--- src/rtl/rr_arb_2x1.sv ---
// rr_arb_2x1: two-channel round-robin stream arbiter with registered output; ARB_GRANT_CNT_EN adds saturating grant counters
module rr_arb_2x1 #(
  parameter int BITS     = 4,
  parameter int CNT_BITS = 8
) (
  input  logic                clk,
  input  logic                rst,
  input  logic [BITS-1:0]     in0,
  input  logic                in0_valid,
  output logic                in0_ready,
  input  logic [BITS-1:0]     in1,
  input  logic                in1_valid,
  output logic                in1_ready,
  output logic [BITS-1:0]     out,
  output logic                out_valid,
  input  logic                out_ready,
`ifdef ARB_GRANT_CNT_EN
  output logic [CNT_BITS-1:0] cnt0,
  output logic [CNT_BITS-1:0] cnt1,
`endif
  output logic                sel
);
  typedef enum logic {EMPTY, FULL} state_t;
  state_t          r_state, w_next_state;
  logic [BITS-1:0] r_out;
  logic            r_sel;
  logic            r_last_grant;
  logic            w_can_load;
  logic            w_grant;
  logic            w_take0;
  logic            w_take1;
  // grant picks the channel that did not win last time when both contend
  always_comb begin
    w_can_load   = (r_state == EMPTY) || out_ready;
    w_grant      = (in0_valid && in1_valid) ? !r_last_grant : in1_valid;
    w_take0      = w_can_load && !w_grant && in0_valid && !rst;
    w_take1      = w_can_load && w_grant && in1_valid && !rst;
    w_next_state = (w_take0 || w_take1) ? FULL : (w_can_load ? EMPTY : r_state);
  end
  // output register: load the granted word, otherwise hold data and sel
  always_ff @(posedge clk) begin
    if (rst) begin
      r_state      <= EMPTY;
      r_out        <= '0;
      r_sel        <= 1'b0;
      r_last_grant <= 1'b1;
    end else begin
      r_state <= w_next_state;
      if (w_take0 || w_take1) begin
        r_out        <= w_take1 ? in1 : in0;
        r_sel        <= w_take1;
        r_last_grant <= w_take1;
      end
    end
  end
`ifdef ARB_GRANT_CNT_EN
  logic [CNT_BITS-1:0] r_cnt0, r_cnt1;
  // per-channel accepted-transfer counters, saturating at all-ones
  always_ff @(posedge clk) begin
    if (rst) begin
      r_cnt0 <= '0;
      r_cnt1 <= '0;
    end else begin
      r_cnt0 <= (w_take0 && r_cnt0 != '1) ? r_cnt0 + 1'b1 : r_cnt0;
      r_cnt1 <= (w_take1 && r_cnt1 != '1) ? r_cnt1 + 1'b1 : r_cnt1;
    end
  end
  assign cnt0 = r_cnt0;
  assign cnt1 = r_cnt1;
`endif
  assign in0_ready = w_take0;
  assign in1_ready = w_take1;
  assign out       = r_out;
  assign out_valid = (r_state == FULL);
  assign sel       = r_sel;
endmodule

--- config.mk ---
export PLATFORM = sky130hd
export DESIGN_NAME = rr_arb_2x1
export DESIGN_NICKNAME = d
export VERILOG_FILES = /design/src/rtl/rr_arb_2x1.sv
export SDC_FILE = /design/constraint.sdc
export NUM_CORES = 1
export LEC_CHECK = 0
export ABC_AREA = 1
export CORE_AREA = 2 2 39 41
export DETAILED_ROUTE_END_ITERATION = 6
export DIE_AREA = 0 0 41 43
export MAX_ROUTING_LAYER = met4
export PLACE_DENSITY = 0.72
export SLEW_MARGIN = 20
export SYNTH_ARGS = -nofsm -noshare
export SYNTH_HDL_FRONTEND = slang
export SYNTH_SLANG_ARGS = --single-unit
--- constraint.sdc ---
create_clock -name clk -period 1.3 [get_ports clk]
set_input_delay 0.26 -clock clk [delete_from_list [all_inputs] [get_ports clk]]
set_output_delay 0.26 -clock clk [all_outputs]
set_load 0.03 [all_outputs]
Word-level counts from Yosys, hierarchy flattened
Cells that the tools add are included.

operators by class
  muxes and demuxes = 4
  bitwise operators = 1
  reductions and logical operators = 13

operators with widths
  operator            number
  logical AND 1 bit   7
  2-to-1 mux 4 bit    1
  zero test 1 bit     3
  2-to-1 mux 1 bit    3
  logical OR 1 bit    2
  nonzero test 2 bit  1
  inverter 1 bit      1

word-level totals
  flip-flop bits (word level) = 7
  input port bits = 13
  output and inout bits = 8
  logic and storage cells = 22

Depth between registers and ports, before layout
  word-level depth = 8
  depth in mapped cells = 8
  mapped depth without buffers = 8

Worst setup path after synthesis
No wires, ideal clock.

  path kind = flip-flop to output port
  start point = reg r_state, in the netlist out_valid
  end point = out in1_ready
  arrival time = 1.024 ns
  data required time = 1.040 ns
  setup slack = 0.016 ns
  cell stages (with the launch flop) = 4
  path buffers = 0
  cells stage by stage = dfxtp_1 -> a21oi_2 -> nand2_2 -> inv_1

on the way
  cells in the longest elaborated chain, start to end = 5

RTL lines
  item                            line  text
  from (decl)                     24    state_t r_state, w_next_state;
  from (signal assigned)          48    r_state <= w_next_state;
  inverter 1 bit                  34    w_can_load = (r_state == EMPTY) || out_ready;
  logical OR 1 bit                34
  logical AND 1 bit (3 in a row)  37    w_take1 = w_can_load && w_grant && in1_valid && !rst;
  to (decl)                       13    output logic in1_ready,

No other way between the ends.

Final worst setup path
Ends and elaborated chain as after synthesis.

==> flow_summary_export.csv <==
group,metric,value,unit
finish,fin_area,761,um2
cts,clk-insertion-delay-late,0.25,ns
finish,drive_above_1_share,33.7,%
power,leakage,0.411,nW
worst_setup_path,reg2regPathDepth,8,
global_routing,grt_pass1_wl,1870,um
worst_setup_path,critPathCaptureType,"primary output",
cts,numCtsBuffers,3,
worst_setup_path,worst_setup_path_start_kind,"flop",
finish,area_growth,88.2,%
timing,fin_crit_sh,99.7,%
place,dpl_cell_area,684,um2
route,drtIter0Drc,6,
timing,max-slew-margin-rel,80.2,%
finish,fin_nets,112,
worst_setup_path,rr_startpoint,"out_valid",
power,peakVddDrop,475,uV
route,vias_per_cell,4.26,
route,post_drt_wl_per_cell,9.86,um
route,vias,486,
route,wl,1120,um
worst_setup_path,crit_start,"out_valid",
yosys,synth_nets,75,
route,drt-met1-wl,457,um
yosys,postSynthAreaPerCell,6.52,um2
run,drv_cap,0,
cts,clockBufferDepth,2,
cts,cts_root_buffer,"clkbuf_4",
finish,final_util,55.0,%
power,powerDensity,910,nW/um2
status,status,"finished, final reports clean",
worst_hold_path,worstHoldStart,"r_last_grant",
place,dp_hpwl,898,um
timing,setup_tns,0,ns
global_routing,grt_max_degree,6,
yosys,yosysSeqAreaShare,34.7,%
timing,slew_viol_final,0,
place,dp.cells,107,
die,dieArea,1760,um2
cts,cts_hold_buf,0,
cts,htreeDepth,1,
yosys,synth-seq-cells,7,
route,firstDrtPassIters,4,
global_routing,grt_pass1_vias,465,
timing,max_freq,771,MHz
timing,setup_viol,0,
timing,skew,0.00593,ns
finish,layoutNonFillerInstCount,114,
die,fp.dieH,43,um
route,drc,0,
die,die_x,41,um
yosys,yosysWarnings,0,
yosys,synth_area,404,um2
place,io_buffers,20,
worst_hold_path,hold_path.class,"flop to flop",
die,io_pins,21,
global_routing,grtUsageTotal,16.3,%
die,initial_utilization,29.2,%
worst_hold_path,hold_depth,2,
worst_setup_path,cp.arrival,1.04,ns
worst_setup_path,timing.critical_path.fanout_max,3,
route,top_layer,"met4",
yosys,post_synth_num_cell_types,12,
die,core_region_area,1380,um2
yosys,syn-instance-count,62,
finish,nFillCells,140,
timing,tightest_slew,0.298,ns
timing,grt_setup_unrepaired,"true",
route,ant_nets,0,
global_routing,grt_overflow_total,0,
global_routing,grt_antenna_before_repair,0,
timing,fin_crit,1.30,ns
finish,n_antenna_cell,0,
cts,path_clk_slew,0.06,ns
route,wl_met3,55,um
die,rows,14,
worst_setup_path,worstSetupPathType,"flop to primary output",
cts,cts_tree,"done",
route,route.met2.wl,584,um
place,gp_congestion,0.796,
timing,hold_violations,0,
worst_setup_path,cp.required,1.04,ns
cts,cts.sink_count,7,
==> metal layers <==
layer	global-route usage, %	up-vias
li1	-	264
met1	19.8	202
met2	23.8	16
met3	4.71	4
met4	8.00	0
met5	-	-
==> cell families (layout without fill, tap and decap cells) <==
group	after synthesis	in the layout	share of synthesized area [%]
simple gates	33	33	39.0
buf+inv	14	50	13.0
compound gates	8	8	13.3
flops	7	7	34.7
==> timing repair <==
| item | in CTS | in global routing |
|---|---|---|
| resized for setup | 18 | 4 |
| setup endpoints to repair | 8 | 2 |
| buffers inserted | 1 | 2 |
| pin swaps | 2 | 2 |
==> sequential cells by signal (all words and copies together), names as in the netlist <==
| signal | flops |
|---|---|
| sel | 1 |
| out_valid | 1 |
| r_last_grant | 1 |
| out | 4 |
==> area by class of cell <==
cell class | instances | area [um2] | area share, %
clock buffer | 4 | 26.3 | 3.45
inverter | 14 | 55.1 | 7.24
multi-input combinational | 41 | 235 | 30.9
sequential | 7 | 145 | 19.1
tap | 16 | 20.0 | 2.63
timing repair buffer | 32 | 279 | 36.7
==> metrics by stage <==
| stage | power [mW] | hold WS, ns | worst slack [ns] |
|---|---|---|---|
| after global placement | 0.480 | 0.465 | -0.222 |
| after detailed placement | 0.484 | 0.476 | -0.277 |
| after floorplan | 0.367 | 0.329 | 0.0164 |
| final | 0.692 | 0.462 | 0.00376 |
| after CTS | 0.686 | 0.470 | 0.00656 |
| after global routing | 0.742 | 0.510 | -0.0499 |
==> cell usage after synthesis <==
library cell | number | share of area (%)
dfxtp_1 | 7 | 35
a21oi_1 | 3 | 3.7
nand4_2 | 1 | 3.1
inv_2 | 3 | 2.8
nand3_1 | 8 | 9.9
nand2_2 | 3 | 4.6
inv_1 | 11 | 10
nor2_1 | 9 | 8.4
a21oi_2 | 1 | 2.2
o21bai_1 | 4 | 7.4
nand2_4 | 1 | 2.8
nand2_1 | 11 | 10
==> critical path, stage by stage (launching register included) <==
cell     delay (ns)
dfxtp_4        0.36
a21oi_4        0.17
nand2_4        0.06
inv_2          0.06
buf_6          0.12
==> power breakdown <==
group / internal [mW] / total (mW) / switching [mW]
sequential: 0.234 / 0.245 / 0.0110
clock: 0.117 / 0.202 / 0.0843
combinational: 0.115 / 0.246 / 0.130
total: 0.466 / 0.692 / 0.226
==> cell usage in the layout, fill, tap and decap left out, drive strengths merged <==
master	count
a21oi	4
clkbuf	4
nand2	15
buf	15
nor2	9
inv	14
dlygate4sd2	9
nand3	8
o21bai	4
dfxtp	7
clkdlybuf4s50	8
nand4	1
==> worst paths after layout <==
path	to	slack [ns]
worst min register to register	r_last_grant	0.46
worst max-delay path	in1_ready	0.004
worst min-delay path	r_last_grant	0.46
worst max register to register	out[2]	0.07
Note: power is estimated with default switching activity, not from simulation.
